--- src/rtl/daq_pkg.sv ---
// Shared types and constants for the ADC acquisition path. The command
// interpreter uses the same channel-select encodings.
package daq_pkg;

    typedef enum logic [2:0] {
        S_IDLE,
        S_HDR,
        S_WAIT,
        S_CH1,
        S_CH2
    } state_t;

    localparam logic [3:0]  TAG_CH1             = 4'h1;
    localparam logic [3:0]  TAG_CH2             = 4'h2;
    localparam logic [15:0] HEADER_WORD_DEFAULT = 16'hAA55;

    localparam logic [1:0] CH_OFF  = 2'b00;
    localparam logic [1:0] CH1     = 2'b01;
    localparam logic [1:0] CH2     = 2'b10;
    localparam logic [1:0] CH_BOTH = 2'b11;

    // The sample is already right-aligned and zero-extended to 12 bits.
    function automatic logic [15:0] pack_word(input logic [3:0] tag, input logic [11:0] sample);
        return {tag, sample};
    endfunction

endpackage

--- src/rtl/adc_data_packer.sv ---
// Packs dual-channel ADC samples into tagged 16-bit words, frames them behind
// a header word and writes them to the USB upload FIFO, counting dropped samples.
module adc_data_packer
    import daq_pkg::*;
#(
    parameter int          ADC_WIDTH   = 12,
    parameter int          FRAME_LEN   = 256,
    parameter logic [15:0] HEADER_WORD = HEADER_WORD_DEFAULT
) (
    input  logic                 clk,
    input  logic                 reset_n,
    input  logic [1:0]           Channel_Select,
    input  logic                 rst_fifo_req,
    input  logic                 adc_valid,
    input  logic [ADC_WIDTH-1:0] adc_ch1_data,
    input  logic [ADC_WIDTH-1:0] adc_ch2_data,
    input  logic                 fifo_full,
    output logic                 fifo_wr_en,
    output logic [15:0]          fifo_din,
    output logic [15:0]          overflow_cnt,
    output logic                 busy
);

    localparam int CNT_W = (FRAME_LEN > 2) ? $clog2(FRAME_LEN) : 1;

    state_t                 state;
    logic [1:0]             mode;
    logic [CNT_W-1:0]       sample_cnt;
    logic [ADC_WIDTH-1:0]   hold_ch1;
    logic [ADC_WIDTH-1:0]   hold_ch2;

    logic last_sample;
    logic drop;

    assign last_sample = (sample_cnt == CNT_W'(FRAME_LEN - 1));
    // A strobe arriving while a word is still pending is lost; the held pair is kept.
    assign drop        = adc_valid && (state == S_HDR || state == S_CH1 || state == S_CH2);
    assign busy        = (state != S_IDLE);

    // FIFO write handshake: a word is transferred on every cycle fifo_wr_en is
    // high. The write is decided from fifo_full at the edge before it appears,
    // and nothing is issued on an edge that sees fifo_full=1; almost-full
    // guarantees room for that one in-flight word.
    always_ff @(posedge clk) begin
        if (!reset_n || rst_fifo_req) begin
            state        <= S_IDLE;
            mode         <= CH_OFF;
            sample_cnt   <= '0;
            hold_ch1     <= '0;
            hold_ch2     <= '0;
            fifo_wr_en   <= 1'b0;
            fifo_din     <= '0;
            overflow_cnt <= '0;
        end else begin
            fifo_wr_en <= 1'b0;

            if (drop && overflow_cnt != 16'hFFFF)
                overflow_cnt <= overflow_cnt + 16'd1;

            case (state)
                S_IDLE: begin
                    mode <= Channel_Select;
                    if (Channel_Select != CH_OFF)
                        state <= S_HDR;
                end
                S_HDR: begin
                    if (!fifo_full) begin
                        fifo_wr_en <= 1'b1;
                        fifo_din   <= HEADER_WORD;
                        sample_cnt <= '0;
                        state      <= S_WAIT;
                    end
                end
                S_WAIT: begin
                    if (adc_valid) begin
                        hold_ch1 <= adc_ch1_data;
                        hold_ch2 <= adc_ch2_data;
                        state    <= mode[0] ? S_CH1 : S_CH2;
                    end
                end
                S_CH1: begin
                    if (!fifo_full) begin
                        fifo_wr_en <= 1'b1;
                        fifo_din   <= pack_word(TAG_CH1, 12'(hold_ch1));
                        if (mode[1])
                            state <= S_CH2;
                        else if (last_sample)
                            state <= S_IDLE;
                        else begin
                            sample_cnt <= sample_cnt + 1'b1;
                            state      <= S_WAIT;
                        end
                    end
                end
                S_CH2: begin
                    if (!fifo_full) begin
                        fifo_wr_en <= 1'b1;
                        fifo_din   <= pack_word(TAG_CH2, 12'(hold_ch2));
                        if (last_sample)
                            state <= S_IDLE;
                        else begin
                            sample_cnt <= sample_cnt + 1'b1;
                            state      <= S_WAIT;
                        end
                    end
                end
                default: state <= S_IDLE;
            endcase
        end
    end

endmodule

--- config.mk ---
export PLATFORM = sky130hd
export DESIGN_NAME = adc_data_packer
export DESIGN_NICKNAME = d
export VERILOG_FILES = /design/src/rtl/daq_pkg.sv /design/src/rtl/adc_data_packer.sv
export SDC_FILE = /design/constraint.sdc
export NUM_CORES = 1
export LEC_CHECK = 0
export BUFFER_PORTS_ARGS = -buffer_cell sky130_fd_sc_hd__buf_4
export CAP_MARGIN = 15
export CORE_ASPECT_RATIO = 0.75
export CORE_MARGIN = 2
export CORE_UTILIZATION = 38
export CTS_CLUSTER_DIAMETER = 100
export DETAILED_ROUTE_END_ITERATION = 8
export SYNTH_ARGS = -nofsm -noshare
export SYNTH_HDL_FRONTEND = slang
export SYNTH_SLANG_ARGS = --single-unit
export TNS_END_PERCENT = 20
--- constraint.sdc ---
create_clock -name clk -period 2.1 [get_ports clk]
set_input_delay 0.105 -clock clk [delete_from_list [all_inputs] [get_ports clk]]
set_output_delay 0.105 -clock clk [all_outputs]
set_load 0.02 [all_outputs]
==> reports/results.txt <==
Fmax: 508 MHz
GP Congestion: 0.783
maximum VDD drop: 546 uV
Yosys top cell area share: 0.444
NetSw: 0.000646 W
fraction of registers with async set/reset: 0
clock-pin slew on the worst setup and hold paths: 0.08 ns
Remaining DRCs: 0
ant diodes: 0
Combinational Power Share: 0.083
Seq cells post-synth: 69
antenna violations before repair: 0
count of final setup violators: 0
Final TNS setup: 0 ns
# rows: 28
die area: 0.00893 mm2
P_int: 0.00224 W
Critical Path RT: 2.32 ns
largest net degree at the start of global routing: 25
Slew @ Worst Pin: 0.583 ns
Core ar.: 0.00792 mm2
die width: 108 um
CTS buffer count: 9
CTS root buf: clkbuf_8
number of synthesized flops with an enable pin: 0
part of the power in registers: 0.460
placed cell areas: 0.00372 mm2
Syn-to-layout area delta: 35.1%
I/O pins: 65
synthesized instance count: 374
Nets: 493
status: complete, no violations
vias in the first global route: 2,851
CP Class: reg -> reg
Worst slew margin: 0.607
cells taking the most area after synthesis: dfxtp_1 44%, nand2_1 8.3%, a21oi_1 6.9%
Fillers: 754
Routed WL: 8.13 mm
DR iter-0 viols: 97
first-pass GRT wire length: 13.6 mm
unrepaired setup endpoints after global routing: no
crit path DAT: 2.19 ns
post-route ant nets: 0
critical path startpoint category: flop
clock share of power: 0.457
Max Cap Viol: 0
leakage: 1.51 nW
net count after synthesis: 407
endpoints failing hold: 0
DR vias: 3,044
Worst Hold Class: in -> reg
Vias/cell: 5.34
Sink Count: 69
commonest non-fill, non-tap cell in the layout: buf_4
CTS H-Tree Depth: 3
post-synth cell types: 48
initial core utilization: 0.393
commonest cells after routing, fill and taps aside: 78 x buf_4, 69 x nand2_1, 69 x dfxtp_1
mean post-synth cell area: 8.31 um2
Net Sw Frac: 0.224
maximum clock path buffer count: 2
Crit Path Max Fanout: 13
CTS tree: built
post-CTS sizing: 0
worst skew pair latency: 0.36 ns
grt ovf: 0
crit end category: flop
Final Cell Area: 0.00420 mm2
post-synth top area cell: dfxtp_1
sequential element share of the synthesized area: 0.444
max-slew violations: 0
total power: 0.00289 W
Syn. warnings: 0
HPWL after DPL: 5.57 mm
GRT Resource Usage Total: 0.198
post-synthesis cell area: 0.00311 mm2
PortBufs: 63
Main synth FF type: dfxtp_1
fin crit share: 0.937
min Tclk post-route: 1.97 ns
Fin Clk Skew: 0.0101 ns
power per cell area: 687 mW/mm2
Detailed Routing Iterations Pass 1: 4
final core utilization: 0.530
die height: 82.3 um
layout cell share with drive strength beyond 1: 0.209
routed len/inst: 14.3 um
[cells in the mapped netlist, types with 2 or more instances]
library cell,number
a21oi_1,43
a221oi_1,6
a22o_1,2
and3_1,2
and3b_1,2
and4_1,6
buf_1,2
buf_6,3
clkbuf_1,22
dfxtp_1,69
ha_1,2
inv_1,4
mux2_2,2
mux2i_1,6
nand2_1,69
nand2b_1,7
nand3_1,8
nand3b_1,2
nand4_1,5
nor2_1,20
nor2b_1,3
nor3_1,11
nor3b_1,2
nor4_1,5
nor4b_1,3
o21a_1,2
o21ai_0,7
o22a_1,6
o22ai_1,8
o311ai_0,3
o31ai_1,10
o41ai_1,3
or3_1,5
or4_1,10
[worst max-delay path, stage by stage, from the launching register on]
cell      delay, ns
dfxtp_1        0.32
buf_4          0.17
nor3b_1        0.36
o21ai_0        0.28
buf_4          0.22
o311ai_0       0.35
o41ai_1        0.13
[flip-flops by register name, summed over array words and instances (netlist names)]
name	count
fifo_wr_en	1
hold_ch2	12
hold_ch1	12
overflow_cnt	16
fifo_din	15
mode	2
sample_cnt	8
state	3
[routing by layer]
metal,wire length (um),part of all wire,global-route usage
met2,3790,0.47,0.329
met3,426,0.052,0.0612
met1,3820,0.47,0.244
met5,0,0,0
met4,85,0.010,0.0731
[stage by stage]
step | hold slack (ns) | std cells | setup WS [ns]
after global routing | 0.0172 | 570 | 0.00649
after CTS | 0.000858 | 570 | 0.129
after floorplan | 0.241 | 374 | 0.0711
after detailed placement | 0.354 | 530 | 0.165
after global placement | 0.355 | 530 | 0.178
final | 0.0210 | 570 | 0.132
[power by group through the flow]
stage | clock network, W | registers [W] | logic, W
global placement | 0 | 0.00136 | 0.000203
finish | 0.00132 | 0.00133 | 0.000240
detailed placement | 0 | 0.00136 | 0.000203
global route | 0.00143 | 0.00133 | 0.000263
CTS | 0.00135 | 0.00133 | 0.000239
floorplan | 0 | 0.00136 | 0.000105
[logic make-up after synthesis]
kind of cell	after synthesis	share of synthesized area
simple gates	162	0.263
buf+inv	32	0.0471
flops	69	0.444
other cells	1	0.00121
mux	8	0.0266
fa+ha+maj	2	0.00805
compound gates	100	0.209
[final cells by class]
cell class,count,area [um2],share of cell area
clock inverter,5,108,0.0256
multi-input combinational,273,1590,0.378
clock buffer,11,131,0.0313
inverter,4,15.0,0.00357
tap,105,131,0.0313
timing repair buffer,103,846,0.201
sequential,69,1380,0.329
[what timing repair did]
action                                 CTS  global route
hold buffers                            24             0
endpoints found under the hold margin   24             0
setup buffers                            0             0
[final timing paths]
path,slack (ns),endpoint,depth (start not counted),start
max,0.13,overflow_cnt[8]$_SDFFE_PP0P_,6,state[1]$_SDFFE_PP0P_
min,0.02,hold_ch2[10]$_SDFFE_PP0P_,3,adc_ch2_data[10]
max reg2reg,0.13,overflow_cnt[8]$_SDFFE_PP0P_,6,state[1]$_SDFFE_PP0P_
min reg2reg,0.46,hold_ch1[5]$_SDFFE_PP0P_,2,hold_ch1[5]$_SDFFE_PP0P_
Power figures use the tool's default switching activity.
